<file path="config.mk">
export PLATFORM = sky130hd
export DESIGN_NAME = seg7_scan_display
export DESIGN_NICKNAME = d
export VERILOG_FILES = /design/src/rtl/seg7_scan_display.sv
export SDC_FILE = /design/constraint.sdc
export NUM_CORES = 1
export LEC_CHECK = 0
export BUFFER_PORTS_ARGS = -buffer_cell sky130_fd_sc_hd__buf_4
export CORE_MARGIN = 10
export CORE_UTILIZATION = 50
export DETAILED_ROUTE_END_ITERATION = 8
export GPL_TIMING_DRIVEN = 0
export PLACE_DENSITY = 0.71
export SYNTH_ARGS = -nofsm -noshare
export SYNTH_HDL_FRONTEND = slang
export SYNTH_SLANG_ARGS = --single-unit
</file>
<file path="constraint.sdc">
create_clock -name clk -period 2.5 [get_ports clk]
set_input_delay 0 -clock clk [delete_from_list [all_inputs] [get_ports clk]]
set_output_delay 0 -clock clk [all_outputs]
set_load 0.05 [all_outputs]
</file>
<file path="src/rtl/seg7_scan_display.sv">
// Four-digit common-anode seven-segment scanner for the score/time display.
// Registered outputs, leading-zero blanking on tens digits, optional whole-display blink.
module seg7_scan_display #(
  parameter int DIV_WIDTH   = 17,
  parameter int BLINK_WIDTH = 7
) (
  input  logic       clk,
  input  logic       rst,
  input  logic [7:0] score_bcd,
  input  logic [7:0] time_bcd,
  input  logic       load,
  input  logic       blink_en,
  output logic [3:0] an,
  output logic [7:0] seg,
  output logic       scan_tick
);

  localparam logic [DIV_WIDTH-1:0]   PRESCALE_ONE = 1;
  localparam logic [BLINK_WIDTH-1:0] BLINK_ONE    = 1;

  logic [DIV_WIDTH-1:0]   prescaler;
  logic [1:0]             idx;
  logic [1:0]             idx_next;
  logic [BLINK_WIDTH-1:0] blink_cnt;
  logic [BLINK_WIDTH-1:0] blink_next;
  logic [7:0]             score_q;
  logic [7:0]             time_q;
  logic                   tick;
  logic [3:0]             nib;
  logic                   blank;
  logic                   dp;
  logic [7:0]             seg_next;
  logic [3:0]             an_next;

  function automatic logic [7:0] decode(input logic [3:0] d);
    logic [7:0] c;
    case (d)
      4'd0:    c = 8'hC0;
      4'd1:    c = 8'hF9;
      4'd2:    c = 8'hA4;
      4'd3:    c = 8'hB0;
      4'd4:    c = 8'h99;
      4'd5:    c = 8'h92;
      4'd6:    c = 8'h82;
      4'd7:    c = 8'hF8;
      4'd8:    c = 8'h80;
      4'd9:    c = 8'h90;
      default: c = 8'hBF;
    endcase
    return c;
  endfunction

  // Everything below describes the digit about to be shown, decoded from the
  // shadow registers as they stand before this edge's load takes effect.
  always_comb begin
    tick       = &prescaler;
    idx_next   = idx + 2'd1;
    blink_next = (idx == 2'd3) ? blink_cnt + BLINK_ONE : blink_cnt;
    nib        = '0;
    blank      = 1'b0;
    dp         = 1'b0;
    case (idx_next)
      2'd0: nib = score_q[3:0];
      2'd1: begin
        nib   = score_q[7:4];
        blank = (nib == 4'd0);
      end
      2'd2: begin
        nib = time_q[3:0];
        dp  = 1'b1;
      end
      default: begin
        nib   = time_q[7:4];
        blank = (nib == 4'd0);
      end
    endcase
    seg_next = blank ? 8'hFF : decode(nib);
    if (dp) seg_next[7] = 1'b0;
    an_next = (blink_en && blink_next[BLINK_WIDTH-1]) ? 4'b1111 : ~(4'b0001 << idx_next);
  end

  always_ff @(posedge clk or posedge rst) begin
    if (rst) begin
      prescaler <= '0;
      idx       <= 2'd3;
      blink_cnt <= '0;
      score_q   <= '0;
      time_q    <= '0;
      an        <= '1;
      seg       <= '1;
      scan_tick <= 1'b0;
    end else begin
      prescaler <= prescaler + PRESCALE_ONE;
      scan_tick <= tick;
      if (load) begin
        score_q <= score_bcd;
        time_q  <= time_bcd;
      end
      if (tick) begin
        idx       <= idx_next;
        blink_cnt <= blink_next;
        an        <= an_next;
        seg       <= seg_next;
      end
    end
  end

endmodule

</file>
==> metrics <==
status=complete, no violations; Post-synth EDFFs=0; clk_skew=8.46 ps; DR vias/cell=5.14; vias in the first global route=1836; post-synthesis compound-gate area fraction=8.95%; Initial Util=52.6%; final slew viol count=0; P_int=0.00119 W; Async SR Flop Fraction=100%; Die ar.=8270 um2; die height=90.9 um; Synth Area in Adders=5.47%; Clk Latency, worst-skew pair=310 ps; final hold viol count=0; vias=1742; first-pass GRT wire length=8.62 mm; non-filler instance count after layout=339; fill count=394; core area=4790 um2; P&R area growth vs syn=23.8%; ys flop type=dfrtp_1; Synth top cells by count=41 x dfrtp_1, 22 x nand2_1, 16 x xnor2_1, 14 x dfstp_2, 14 x mux2_2; number of diodes=0; cts bufs inserted=5; Clk pwr share=30.3%; worst hold slack=145 ps; Mapped Cells=216; Worst EP required=2740 ps; footprint of the multi-input gates=1070 um2; Setup Crit Path Kind=reg -> reg; setup violators final=0; Psw=0.000363 W; Synth area leaders=dfrtp_1 41%, dfstp_2 15%, mux2_2 6.3%; syn_nets=247; Seq/Total Area, Yosys=55.4%; period utilization=94.7%; HPWL after detailed placement=3.51 mm; largest family of logic cells by synthesized area=simple AND/OR/NAND/NOR gates; worst setup slack after layout=132 ps; unrepaired setup endpoints after global routing=true; worst min-delay path class=in -> reg; Post-CTS Setup Bufs=0; post-layout net count=302; Worst Max-Slew Pin Slew=559 ps; H-tree depth=2; grt ovf=0; Highest Clock Rate=0.422 GHz; number of antenna violations at the first check in global routing=0; Mapped Area=2520 um2; multiplexer area fraction after synthesis=6.66%; pin count of the biggest net entering global routing=44; CTS root buffer=clkbuf_8; Leakage=1.42 nW; Synth Area in XOR/XNOR=7.66%; startpoint types=flop; CTS max path bufs=2; Sw Ratio=23.3%; Global Route Usage Sum=12.5%; DP Worst Slack=-225 ps; CTS tree=yes; Yosys cell types=38; Yosys top cell area share=40.8%; Fin Setup TNS=0 ps; P per Cell Area=500 nW/um2; # DRC=0; placed insts=315; Initial DRT Pass Iterations=4; maximum VDD drop=314 uV; Post-Synth Simple-Gate Area=13.4%; Max-cap violations=0; # rows=25; sequential fraction of design power=59.8%; most common cell in the netlist=dfrtp_1; Yosys top cell by area=dfrtp_1; final RePlAce weighted congestion=0.807; DIE WIDTH=90.9 um; crit path max fanout=10; Setup crit end kind=flop; CTS sink count=55; Rel. slew slack=62.8%; post-route antenna net violation count=0; Reg clk slew, reported paths=90 ps; Post-Route WL=4.99 mm; #FFs+latches synth=55; I/O pin cnt=33; Syn Area/Cell=11.6 um2; Syn. warnings=0; IO buf count=31; routed len/inst=14.7 um; Arr. time, crit path=2610 ps; Gate power share=9.9%; fin crit period=2370 ps; DRT iter0 DRCs=61; share of cells above drive strength 1=27.9%; sequential cell area=1390 um2
sequential cells by signal (all words and copies together) (netlist names):
name,flops
an,4
blink_cnt,7
idx,2
prescaler,17
scan_tick,1
score_q,8
seg,8
time_q,8
final cells by class:
type	count	share of cell area [%]
clock buffer	7	2.45
timing repair buffer	49	13.6
clock inverter	1	0.161
tap	67	2.69
multi-input combinational	145	34.5
buffer	5	0.683
inverter	10	1.20
sequential	55	44.7
cells in the final DEF (no fill, tap or decap), types with 3 or more instances in the layout:
cell type and instances:
dfrtp_1 41, nor2_1 13, a22oi_1 3, xnor2_1 16, clkbuf_8 5, xor2_1 6, clkbuf_1 5, mux2_2 14
ha_1 10, inv_1 9, nand3_1 6, nand4_1 4, nand2_1 22, dlygate4sd3_1 17, a21oi_1 11, and3_1 3
buf_4 31, o21ai_0 5, dfstp_2 14
cells by family after synthesis:
group	Yosys count
DFF	55
xor gates and xnor gates	22
buffers and inverters	16
AOI/OAI and AO/OA	34
and+or+nand+nor	63
muxes	15
adders and majority gates	11
worst max-delay path, stage by stage, from the launching register on:
cell	delay (ps)
dfrtp_1	410
ha_1	200
and3_1	150
buf_2	150
nand2_1	120
nor3_1	220
ha_2	370
o211a_4	250
nand2_1	90
o32a_1	350
routing by layer:
| metal | GRT usage, % | wire length, um | vias up |
|---|---|---|---|
| met5 | 0 | 0 | - |
| met4 | 5.61 | 93 | 0 |
| met3 | 2.55 | 151 | 7 |
| met2 | 19.1 | 2340 | 31 |
| met1 | 16.8 | 2400 | 849 |
| li1 | - | - | 855 |
through the flow:
stage / area, um2 / util, % / total power [W]
floorplan: 2520 / - / 0.00103
finish: 3120 / 65.1 / 0.00156
global route: 3120 / 65.1 / 0.00164
detailed placement: 2850 / 59.6 / 0.00108
CTS: 3100 / 64.8 / 0.00158
global placement: 2830 / 59.2 / 0.00107
path summary, 6_finish.rpt:
check,startpoint,endpoint,slack (ps),depth (start not counted)
max in group asynchronous,rst,seg[4],1750,4
hold reg to reg,blink_cnt[5],blink_cnt[5],470,1
setup reg to reg,prescaler[0],seg[0],130,9
hold / removal,blink_en,an[2],150,3
min in group asynchronous,rst,prescaler[15],190,3
setup / recovery,prescaler[0],seg[0],130,9
power groups by stage:
| stage | sequential (W) | clock (W) | combinational, W |
|---|---|---|---|
| floorplan | 0.000943 | 0 | 0.0000859 |
| global placement | 0.000948 | 0 | 0.000124 |
| finish | 0.000931 | 0.000471 | 0.000154 |
| CTS | 0.000932 | 0.000493 | 0.000153 |
| global route | 0.000935 | 0.000529 | 0.000174 |
| detailed placement | 0.000949 | 0 | 0.000131 |
what timing repair did:
action	4_1_cts	5_1_grt
endpoints found under the hold margin	57	0
hold buffers	17	0
cloned	0	0
endpoints found under the setup margin	11	2
pin swaps	0	1
resized for setup	1	2
Note: power is estimated with default switching activity, not from simulation.
